==> config.mk <==
export PLATFORM = sky130hd
export DESIGN_NAME = led_pattern_gen
export DESIGN_NICKNAME = d
export VERILOG_FILES = /design/src/rtl/led_pattern_pkg.sv /design/src/rtl/led_channel.sv /design/src/rtl/led_pattern_gen.sv
export SDC_FILE = /design/constraint.sdc
export NUM_CORES = 1
export LEC_CHECK = 0
export ABC_AREA = 1
export CORE_ASPECT_RATIO = 1.4
export CORE_MARGIN = 1
export CORE_UTILIZATION = 40
export CTS_BUF_LIST = sky130_fd_sc_hd__clkbuf_8
export DETAILED_ROUTE_END_ITERATION = 7
export GPL_TIMING_DRIVEN = 0
export PLACE_DENSITY = 0.6
export SETUP_SLACK_MARGIN = 0.05
export SLEW_MARGIN = 20
export SYNTH_ARGS = -nofsm -noshare
export SYNTH_HDL_FRONTEND = slang
export SYNTH_SLANG_ARGS = --single-unit
==> constraint.sdc <==
create_clock -name i_clk -period 5.05 [get_ports i_clk]
set_input_delay 0.7575 -clock i_clk [delete_from_list [all_inputs] [get_ports i_clk]]
set_output_delay 0.7575 -clock i_clk [all_outputs]
set_load 0.05 [all_outputs]
==> src/rtl/led_pattern_pkg.sv <==
// Shared types and helpers for the multi-channel LED pattern driver.
package led_pattern_pkg;

    localparam int CNT_W_DEFAULT = 8;

    typedef enum logic [1:0] {
        MODE_OFF   = 2'd0,
        MODE_ON    = 2'd1,
        MODE_BLINK = 2'd2,
        MODE_BURST = 2'd3
    } mode_t;

    // Prescaler divide ratio; callers must choose clk_in >= tick_hz.
    function automatic int tick_div(input int clk_in, input int tick_hz);
        return clk_in / tick_hz;
    endfunction

endpackage

==> src/rtl/led_channel.sv <==
// One LED channel: holds the commanded mode, the phase and remaining-pulse
// counters, and the registered led/busy/done outputs.
//
// mode        | meaning
// MODE_OFF    | led dark, no activity
// MODE_ON     | led solid on
// MODE_BLINK  | toggle every `half` ticks, forever
// MODE_BURST  | toggle every `half` ticks until `remain` on-phases are used
module led_channel
    import led_pattern_pkg::*;
#(
    parameter int CNT_W = CNT_W_DEFAULT
) (
    input  logic             clk,
    input  logic             rst,
    input  logic             tick,
    input  logic             cmd,
    input  mode_t            cmd_mode,
    input  logic [CNT_W-1:0] cmd_half,
    input  logic [CNT_W-1:0] cmd_count,
    output logic             led,
    output logic             busy,
    output logic             done
);

    mode_t            mode;
    logic [CNT_W-1:0] half;
    logic [CNT_W-1:0] phase;
    logic [CNT_W-1:0] remain;

    // Channel FSM: a command always wins over a same-cycle tick and restarts the phase.
    always_ff @(posedge clk or posedge rst) begin
        if (rst) begin
            mode   <= MODE_OFF;
            half   <= '0;
            phase  <= '0;
            remain <= '0;
            led    <= 1'b0;
            busy   <= 1'b0;
            done   <= 1'b0;
        end else begin
            done <= 1'b0;
            if (cmd) begin
                half  <= (cmd_half == '0) ? CNT_W'(1) : cmd_half;
                phase <= '0;
                case (cmd_mode)
                    MODE_OFF: begin
                        mode   <= MODE_OFF;
                        led    <= 1'b0;
                        busy   <= 1'b0;
                        remain <= '0;
                    end
                    MODE_ON: begin
                        mode   <= MODE_ON;
                        led    <= 1'b1;
                        busy   <= 1'b0;
                        remain <= '0;
                    end
                    MODE_BLINK: begin
                        mode   <= MODE_BLINK;
                        led    <= 1'b1;
                        busy   <= 1'b0;
                        remain <= '0;
                    end
                    MODE_BURST: begin
                        if (cmd_count == '0) begin
                            // Empty burst completes immediately.
                            mode   <= MODE_OFF;
                            led    <= 1'b0;
                            busy   <= 1'b0;
                            done   <= 1'b1;
                            remain <= '0;
                        end else begin
                            mode   <= MODE_BURST;
                            led    <= 1'b1;
                            busy   <= 1'b1;
                            remain <= cmd_count;
                        end
                    end
                endcase
            end else if (tick && (mode == MODE_BLINK || mode == MODE_BURST)) begin
                if (phase == half - CNT_W'(1)) begin
                    phase <= '0;
                    if (mode == MODE_BURST && !led) begin
                        // End of an off phase: either the last one, or start the next pulse.
                        if (remain == CNT_W'(1)) begin
                            mode   <= MODE_OFF;
                            busy   <= 1'b0;
                            done   <= 1'b1;
                            remain <= '0;
                        end else begin
                            remain <= remain - CNT_W'(1);
                            led    <= 1'b1;
                        end
                    end else begin
                        led <= ~led;
                    end
                end else begin
                    phase <= phase + CNT_W'(1);
                end
            end
        end
    end

endmodule

==> src/rtl/led_pattern_gen.sv <==
// Multi-channel LED pattern driver: shared tick prescaler, command decode
// and N_CH led_channel instances. Define LED_DIM_EN to add the i_dim port
// and a 16-step PWM brightness gate on every output.
module led_pattern_gen
    import led_pattern_pkg::*;
#(
    parameter  int CLK_IN  = 500,
    parameter  int TICK_HZ = 100,
    parameter  int N_CH    = 4,
    parameter  int CNT_W   = CNT_W_DEFAULT,
    localparam int CH_W    = (N_CH > 1) ? $clog2(N_CH) : 1
) (
    input  logic             i_clk,
    input  logic             i_reset,
    input  logic             i_en,
    input  logic             i_cmd_valid,
    input  logic [CH_W-1:0]  i_cmd_ch,
    input  logic [1:0]       i_cmd_mode,
    input  logic [CNT_W-1:0] i_cmd_half,
    input  logic [CNT_W-1:0] i_cmd_count,
`ifdef LED_DIM_EN
    input  logic [3:0]       i_dim,
`endif
    output logic [N_CH-1:0]  o_led,
    output logic [N_CH-1:0]  o_busy,
    output logic [N_CH-1:0]  o_done
);

    localparam int TICK_DIV = tick_div(CLK_IN, TICK_HZ);
    localparam int PSC_W    = (TICK_DIV > 1) ? $clog2(TICK_DIV) : 1;

    logic [PSC_W-1:0] psc_cnt;
    logic             tick;
    logic [N_CH-1:0]  led_state;
    logic [N_CH-1:0]  cmd_hit;

    assign tick = (psc_cnt == PSC_W'(TICK_DIV - 1));

    // Free-running prescaler; commands never disturb it.
    always_ff @(posedge i_clk or posedge i_reset) begin
        if (i_reset) begin
            psc_cnt <= '0;
        end else if (tick) begin
            psc_cnt <= '0;
        end else begin
            psc_cnt <= psc_cnt + PSC_W'(1);
        end
    end

    for (genvar g = 0; g < N_CH; g++) begin : g_ch
        // Channel numbers beyond N_CH-1 match no instance and are dropped.
        assign cmd_hit[g] = i_cmd_valid && (i_cmd_ch == CH_W'(g));

        led_channel #(.CNT_W(CNT_W)) u_ch (
            .clk       (i_clk),
            .rst       (i_reset),
            .tick      (tick),
            .cmd       (cmd_hit[g]),
            .cmd_mode  (mode_t'(i_cmd_mode)),
            .cmd_half  (i_cmd_half),
            .cmd_count (i_cmd_count),
            .led       (led_state[g]),
            .busy      (o_busy[g]),
            .done      (o_done[g])
        );
    end

`ifdef LED_DIM_EN
    logic [3:0] pwm_cnt;
    logic       dim_gate;

    // Brightness PWM counter, free-running over 16 steps.
    always_ff @(posedge i_clk or posedge i_reset) begin
        if (i_reset) begin
            pwm_cnt <= '0;
        end else begin
            pwm_cnt <= pwm_cnt + 4'd1;
        end
    end

    // Full scale bypasses the PWM so 4'hF is truly solid.
    assign dim_gate = (i_dim == 4'hF) || (pwm_cnt < i_dim);
    assign o_led    = led_state & {N_CH{i_en & dim_gate}};
`else
    assign o_led    = led_state & {N_CH{i_en}};
`endif

endmodule

Word level (Yosys, flattened, before mapping)
Cells that the tools add are included. W data, S select, Z words.

Register bits after elaboration: 119. Logic and storage cells: 251. Bits of input ports: 24. Output and inout port bits: 12.

Reductions and logical operators: 54. Bitwise gates (word level): 5. Equal/unequal tests: 27. $add $sub $neg: 13. Mux-type cells: 123.

Operators with widths (count): $mux W8 (34); $sub A8 B1 Y8 const B (8); $mux W1 (63); $mux W2 (21); $add A8 B1 Y8 const B (4); $eq A8 B1 Y1 const B (4); $eq A8 B8 Y1 (4); $reduce_bool A2 Y1 (16); $eq A2 B2 Y1 const B (12); $reduce_and A3 Y1 (8); $logic_not A8 Y1 (2); $pmux W8 S2 (1); $reduce_and A4 Y1 (4); $logic_and A1 B1 Y1 (12); $ne A3 B2 Y1 const B (4); $pmux W2 S4 (1); $and A4 B4 Y4 (1); $eq A2 B1 Y1 const B (2); $logic_not A1 Y1 (4); $logic_not A2 Y1 (2); $logic_or A1 B1 Y1 (4); $not A1 Y1 (4); $add A3 B1 Y3 const B (1); $eq A3 B3 Y1 const B (1); 5 further kinds (5).

Logic depth before layout (Yosys ltp)
Gate-level depths: netlist of run 1.

Depth after elaboration: 6. Mapped depth: 15.

Modules after synthesis
A second synthesis of run 1 with hierarchy kept.

Cells, all modules: 1087. Area, all modules: 7878.8 sq um.

By module, submodules not included: led_channel (g_ch[1].u_ch ...) (sequential area each 725.7 sq um, area an instance 1923.1 sq um, times used 2, cells each 262); led_channel (g_ch[3].u_ch) (sequential area each 725.7 sq um, area an instance 1945.6 sq um, times used 1, cells each 270); led_channel (g_ch[0].u_ch) (sequential area each 725.7 sq um, area an instance 1879.3 sq um, times used 1, cells each 262); led_pattern_gen (sequential area each 75.1 sq um, area an instance 207.7 sq um, times used 1, cells each 31).

Worst setup path before layout of run 1
Ideal clock, no wire load.

Path kind: input-to-reg. Start: in i_cmd_ch[1]. End: reg g_ch[0].u_ch.remain[4]. Slack: 3.176 ns. Path buffers: 1. Arrival time: 1.753 ns. Stages: 8. Library setup time: 0.121 ns. Data required time: 4.929 ns. Cells stage by stage: nor3_4 > inv_2 > nand2_2 > o21a_4 > nand2_2 > buf_6 > nand2_1 > o21ai_2.

Longest elaborated chain between the ends: 4. Elaborated cells between the ends (all ways): 7. Classes of those cells: mux (1); reduce/logical (6).

RTL lines: start, declared (RTL line led_pattern_gen.sv:17) `input logic [CH_W-1:0] i_cmd_ch,`; $logic_not A2 Y1 (*) (RTL line led_pattern_gen.sv:52) `assign cmd_hit[g] = i_cmd_valid && (i_cmd_ch == CH_W'(g));`; $logic_and A1 B1 Y1 (*) (RTL line led_pattern_gen.sv:52); $reduce_bool A2 Y1 (no line); $reduce_and A3 Y1 (no line); end signal, assigned (RTL line led_channel.sv:77) `remain <= cmd_count;`; end signal, assigned (RTL line led_channel.sv:92) `remain <= remain - CNT_W'(1);`; end, declared (RTL line led_channel.sv:29) `logic [CNT_W-1:0] remain;`.

Mark *: on every way between the ends. The rest lies on a longest branch, timed or not. A chain may end at the register's enable or synchronous reset.

Worst setup path in the final report of run 1
Start: in i_en. End: out o_led[3].

Longest elaborated chain between the ends: 1.

RTL lines: start, declared (RTL line led_pattern_gen.sv:15) `input logic i_en,`; $and A4 B4 Y4 (RTL line led_pattern_gen.sv:85) `assign o_led = led_state & {N_CH{i_en}};`; end, declared (RTL line led_pattern_gen.sv:24) `output logic [N_CH-1:0] o_led,`.

No other way between the ends.

==> qor.csv, run 1 <==
metric,value,unit
status,"finished, final reports clean",
Post-CTS Setup Bufs,0,
grt total ovfl,0,
Synth Area in Compound Gates,0.08952,
FF+latch area,0.002978,mm²
core area,0.01860,mm²
IO Pins,36,
FMAX,0.3151,GHz
diode count,0,
first-pass GRT wire length,32.06,mm
die height,165.1,µm
RSZ-0062 raised after global routing,no,
CTS sink count,119,
Synth cell types,43,
async set or reset register ratio after synthesis,1.000,
Rel. slew slack,0.6058,
startpoint types,input pin,
CTS tree,built,
Setup CP Type,in -> out,
CP arrival,2.42,ns
I/O Buffers,35,
Die W,118.5,µm
CP Data Required Time,4.29,ns
Simple-Gate Fraction of Synth Area,0.3187,
Clock H-tree levels,4,
largest family of logic cells by synthesized area,simple AND/OR/NAND/NOR gates,
final hold slack,0.4734,ns
GRT Overall Usage,0.2108,
max-cap viol count,0,
Crit Path Max Fanout,4,
drt via density,4.956,
# setup viols final,0,
initial core utilization,0.4087,
largest net degree at the start of global routing,71,
post-DP HPWL,14.31,mm
Synth-to-Final Area Change,14.53,%
NumNets Final,1137,
DR DRC count,0,
TritonRoute pass-1 iters,4,
Synth Area in Adders,0.03291,
"Primary FF master, synth",dfrtp_1,
syn avg cell area,7.325,µm²
most frequent cells in the layout,"nand2_1 (331), dfrtp_1 (119), inv_1 (116)",
post-synthesis sequential area ratio,0.3916,
CTS resizes,0,
"leading cell type in the layout, fill and taps excluded",nand2_1,
Synth Register Bits,119,
gpl congestion,0.8367,
PwrDens,453.6,mW/mm²
initial antenna violation count,1,
Syn Inst Count,1038,
fin cells,1350,
share of post-route cells with drive strength above 1,0.08228,
Setup Skew,0.01249,ns
root buffer cell,clkbuf_8,
Final Hold Vio Count,0,
die area,0.01957,mm²
Fill cells,1928,
Post-Synth XOR/XNOR Area,0.08080,
final slew viol count,0,
Worst Tran Pin Value,0.5891,ns
Post-CTS Hold Fix Bufs,0,
Post-synth EDFFs,0,
Hold Path Stages,2,
vias in the first global route,6361,
Reg2Reg Depth,9,
"CTS clk-pin slew, worst paths",0.08,ns
Routed Wire Length,19.31,mm
peak supply drop,229.7,µV
YS warnings,0,
Worst-Skew Late Latency,0.46,ns
Routed wire per std cell,14.30,µm
part of the cycle the worst path needs,0.6285,
row cnt,59,
Setup crit end kind,output pin,
Leak Pwr,0.004437,µW
initial drt markers,275,
Syn Std Cell Area,0.007604,mm²
Placed Cells,1318,
Final min period,3.174,ns
Post-Syn Nets,1082,
portion of netlist area occupied by mux cells,0,
worst hold path type,reg -> reg,
total CTS buffers,17,
antenna-violating nets left,0,
maximum clock path buffer count,2,
area taken by multi-input logic gates,0.003969,mm²
DR vias,6690,
==> metal layers <==
layer | vias up | GRT usage | wire length, µm
li1 | 3441 | - | -
met1 | 3109 | 0.2634 | 8745
met2 | 107 | 0.3583 | 9380
met3 | 33 | 0.04327 | 684
met4 | 0 | 0.07998 | 499
met5 | - | 0 | 0
==> synthesized netlist by cell type, types with 2 or more instances <==
cell type / n / share of area
clkbuf_1: 10 / 0.0049
ha_1: 20 / 0.033
o31ai_1: 4 / 0.0039
xnor3_1: 2 / 0.0059
a21oi_1: 7 / 0.0046
nand2_1: 331 / 0.16
nand3b_1: 8 / 0.0079
clkbuf_2: 2 / 0.0013
buf_4: 8 / 0.0079
buf_2: 7 / 0.0046
dfrtp_1: 119 / 0.39
xor2_1: 44 / 0.051
o22ai_1: 28 / 0.023
inv_2: 5 / 0.0025
nand3_1: 51 / 0.034
xnor2_1: 21 / 0.024
nand2_2: 8 / 0.0066
inv_1: 117 / 0.058
nor3_1: 5 / 0.0033
nand3_2: 5 / 0.0066
o21ai_1: 6 / 0.0039
nor2_1: 96 / 0.047
buf_6: 5 / 0.0074
nor2_2: 5 / 0.0041
nand4_1: 39 / 0.032
o21ai_0: 65 / 0.043
o21ai_2: 4 / 0.0046
==> flip-flops by register name, summed over array words and instances (netlist names) <==
signal,flops
g_ch.u_ch.remain,32
g_ch.u_ch.mode,8
g_ch.u_ch.phase,32
g_ch.u_ch.busy,4
g_ch.u_ch.done,4
g_ch.u_ch.led,4
g_ch.u_ch.half,32
psc_cnt,3
==> cell type report <==
cell class | instances | area share
Inverter | 122 | 0.05345
Buffer | 32 | 0.02284
Sequential cell | 119 | 0.3420
Tap cell | 244 | 0.03506
Clock inverter | 15 | 0.02069
Multi-Input combinational cell | 765 | 0.4557
Timing Repair Buffer | 36 | 0.04339
Clock buffer | 17 | 0.02687
==> report_power, final <==
| part | internal (µW) | switching [µW] |
|---|---|---|
| clock | 489 | 435 |
| sequential | 1180 | 242 |
| combinational | 645 | 961 |
| total | 2310 | 1640 |
==> kinds of logic after synthesis <==
group / Yosys count
and+or+nand+nor: 559
buffers and inverters: 154
AOI/OAI and AO/OA: 119
DFF: 119
xor gates and xnor gates: 67
adders and majority gates: 20
==> through the flow <==
step / power (µW) / util / setup WS (ns) / instance area, µm² / setup TNS (ns)
final: 3950 / 0.4681 / 1.876 / 8708 / 0
after global routing: 4296 / 0.4681 / 1.848 / 8708 / 0
after CTS: 3979 / 0.4681 / 1.841 / 8708 / 0
after detailed placement: 3043 / 0.4459 / 1.843 / 8294 / 0
after global placement: 3023 / 0.4440 / -0.8630 / 8259 / -101.54
after floorplan: 2666 / - / 1.135 / 7604 / 0
==> worst max-delay path, stage by stage <==
cell and delay [ns]:
clkdlybuf4s50_1 0.64, nand2_1 0.16, inv_1 0.07, clkdlybuf4s50_1 0.79
==> worst paths after layout <==
| check | startpoint | endpoint | slack, ns |
|---|---|---|---|
| max | i_en | o_led[3] | 1.88 |
| min | g_ch[1].u_ch.remain[1] | g_ch[1].u_ch.remain[1] | 0.47 |
| max reg2reg | psc_cnt[0] | g_ch[3].u_ch.remain[0] | 2.92 |
| min reg2reg | g_ch[1].u_ch.remain[1] | g_ch[1].u_ch.remain[1] | 0.47 |
| max in group asynchronous | i_reset | g_ch[1].u_ch.phase[2] | 3.67 |
| min in group asynchronous | i_reset | g_ch[2].u_ch.phase[3] | 0.68 |
(Power assumes the default switching activity.)
==> run 2: changes to the inputs <==
- PLACE_DENSITY: 0.6 -> 0.62
- clock period: 5.05 -> 2.7 ns (I/O delays scaled with it)
==> run 2 against run 1 <==
  * Total power up 89%
  * Critical path depth unchanged
  * Hold slack worse by 0.13 ns
  * Register-to-register slack worse by 2.3 ns
  * Sequential share of layout area down 0.29 points
  * Global-route usage up 0.068 points
  * Sequential power up 87%
  * Final area up 0.86%
  * Cell count up 0.22%
  * Combinational power up 88%
  * Via count up 0.88%
==> qor.csv, run 2 (synthesis results as in run 1) <==
metric,value,unit,change
status,"finished, final reports clean",,unchanged
die area,0.01957,mm²,unchanged
Routed wire per std cell,14.50,µm,was 14.30 µm
Placed Cells,1321,,was 1318
first-pass GRT wire length,31.87,mm,was 32.06 mm
Net Sw Power,3093,µW,was 1637 µW
Setup CP Type,in -> out,,unchanged
"most used cell, CP",clkdlybuf4s50_1,,unchanged
FMAX,0.4077,GHz,
Clock H-tree levels,4,,unchanged
gpl congestion,0.8583,,was 0.8367
share of post-route cells with drive strength above 1,0.08476,,was 0.08228
placed cell area,0.008351,mm²,was 0.008294 mm²
launching element of the worst setup path,i_en,,unchanged
Post-CTS Setup Bufs,0,,unchanged
Synth-to-Final Area Change,15.52,%,was 14.53%
Final min period,2.453,ns,
CTS resizes,0,,unchanged
Post-CTS Hold Fix Bufs,0,,unchanged
Die W,118.5,µm,unchanged
core area,0.01860,mm²,unchanged
crit-path max cell delay,0.79,ns,about the same
startpoint types,input pin,,unchanged
vias in the first global route,6334,,was 6361
Reg2Reg Depth,9,,unchanged
Setup Skew,0.01092,ns,was 0.01249 ns
IO Pins,36,,unchanged
NumNets Final,1140,,was 1137
Leak Pwr,0.004458,µW,was 0.004437 µW
most frequent cells in the layout,"nand2_1 (331), dfrtp_1 (119), inv_1 (116)",,unchanged
I/O Buffers,35,,unchanged
internal power,4390,µW,was 2313 µW
max-cap viol count,0,,unchanged
Crit Path Max Fanout,4,,unchanged
grt total ovfl,0,,unchanged
antenna-violating nets left,0,,unchanged
initial drt markers,296,,was 275
# setup viols final,0,,unchanged
GRT Overall Usage,0.2115,,was 0.2108
initial core utilization,0.4087,,unchanged
PwrDens,851.9,mW/mm²,was 453.6 mW/mm²
drt via density,4.988,,was 4.956
Final Hold Vio Count,0,,unchanged
"CTS clk-pin slew, worst paths",0.08,ns,about the same
CP arrival,2.05,ns,was 2.42 ns
RSZ-0062 raised after global routing,no,,unchanged
CTS sink count,119,,unchanged
Worst-Skew Late Latency,0.45,ns,was 0.46 ns
DR DRC count,0,,unchanged
Critical Path End,o_led[2],,was o_led[3]
Crit. path cell count,4,,unchanged
Setup crit end kind,output pin,,unchanged
fin cells,1353,,was 1350
Sw Ratio,0.4133,,was 0.4145
"leading cell type in the layout, fill and taps excluded",nand2_1,,unchanged
DR vias,6749,,was 6690
row cnt,59,,unchanged
CTS tree,built,,unchanged
Worst Tran Pin Value,0.6005,ns,was 0.5891 ns
Routed Wire Length,19.62,mm,was 19.31 mm
initial antenna violation count,0,,was 1
maximum clock path buffer count,2,,unchanged
design area,0.008783,mm²,was 0.008708 mm²
final slew viol count,0,,unchanged
total CTS buffers,17,,unchanged
Worst R2R End,g_ch[3].u_ch.remain[2],,was g_ch[3].u_ch.remain[0]
top flop regs,"g_ch.u_ch.half (32), g_ch.u_ch.phase (32), g_ch.u_ch.remain (32)",,unchanged
R2R Setup Slk,0.63,ns,was 2.92 ns
RR Startpoint,psc_cnt[0],,unchanged
PnR Total Power,7483,µW,was 3950 µW
worst hold path type,in -> async,,was reg -> reg
Crit path max-delay family,buffers and inverters,,unchanged
diode count,0,,unchanged
Layout Utilization,0.4722,,was 0.4681
peak supply drop,619.2,µV,was 229.7 µV
part of the cycle the worst path needs,0.9085,,
"Slowest-stage cell, CP",clkdlybuf4s50_1,,unchanged
crit-path cells,clkdlybuf4s50_1 -> nand2_1 -> inv_1 -> clkdlybuf4s50_1,,unchanged
Rel. slew slack,0.5982,,was 0.6058
CP bufs+invs,3,,unchanged
post-DP HPWL,14.66,mm,was 14.31 mm
die height,165.1,µm,unchanged
clock share of power,0.240,,was 0.234
CP Data Required Time,2.30,ns,was 4.29 ns
Flop pwr share,0.356,,was 0.360
TritonRoute pass-1 iters,5,,was 4
root buffer cell,clkbuf_8,,unchanged
largest net degree at the start of global routing,33,,was 71
combinational share of power,0.405,,was 0.407
[run 2: cell count changes in the layout (fill, tap and decap cells not counted), sizes merged]
cell	before	now
clkinv	8	3
clkinvlp	3	6
clkbuf	29	31
buf	21	24
[run 2: worst min-delay path by stage]
stage	end	slack [ns]	cells after the start
2_1_floorplan	psc_cnt[0]	0.43	1
3_3_place_gp	g_ch[0].u_ch.mode[0]	0.45	2
3_5_place_dp	psc_cnt[0]	0.46	1
4_1_cts	g_ch[3].u_ch.phase[7]	0.35	2
5_1_grt	g_ch[3].u_ch.phase[7]	0.37	2
6_report	g_ch[3].u_ch.phase[7]	0.34	2
[run 2: cell type report]
cell class | count | area [µm²]
fillers | 1891 | 9819
repair buffers | 39 | 437.9
inverters | 122 | 461.7
well taps | 244 | 305.3
multi-input cells | 765 | 3969
plain buffers | 32 | 198.9
clock inverters | 13 | 171.4
flip-flops and latches | 119 | 2978
clock buffers | 19 | 261.5
[run 2: stage by stage]
stage          TNS (ns)  setup slack (ns)  hold slack [ns]
3_3_place_gp     -52.37           -0.4552           0.4549
5_1_grt               0            0.2037           0.3735
2_1_floorplan         0            0.8396           0.4322
4_1_cts               0            0.2037           0.3486
3_5_place_dp          0            0.1539           0.4576
6_report              0            0.2472           0.3397
[run 2: power by group through the flow]
stage,combinational (µW),clock [µW],sequential [µW]
finish,3030,1790,2660
global route,3450,1900,2720
detailed placement,3030,0,2690
CTS,3040,1830,2660
floorplan,2430,0,2560
global placement,2950,0,2690
[run 2: layer usage]
metal / wire [µm] / global-route usage
met5: 0 / 0
met4: 633 / 0.09033
met3: 588 / 0.04224
met2: 9722 / 0.3666
met1: 8675 / 0.2555
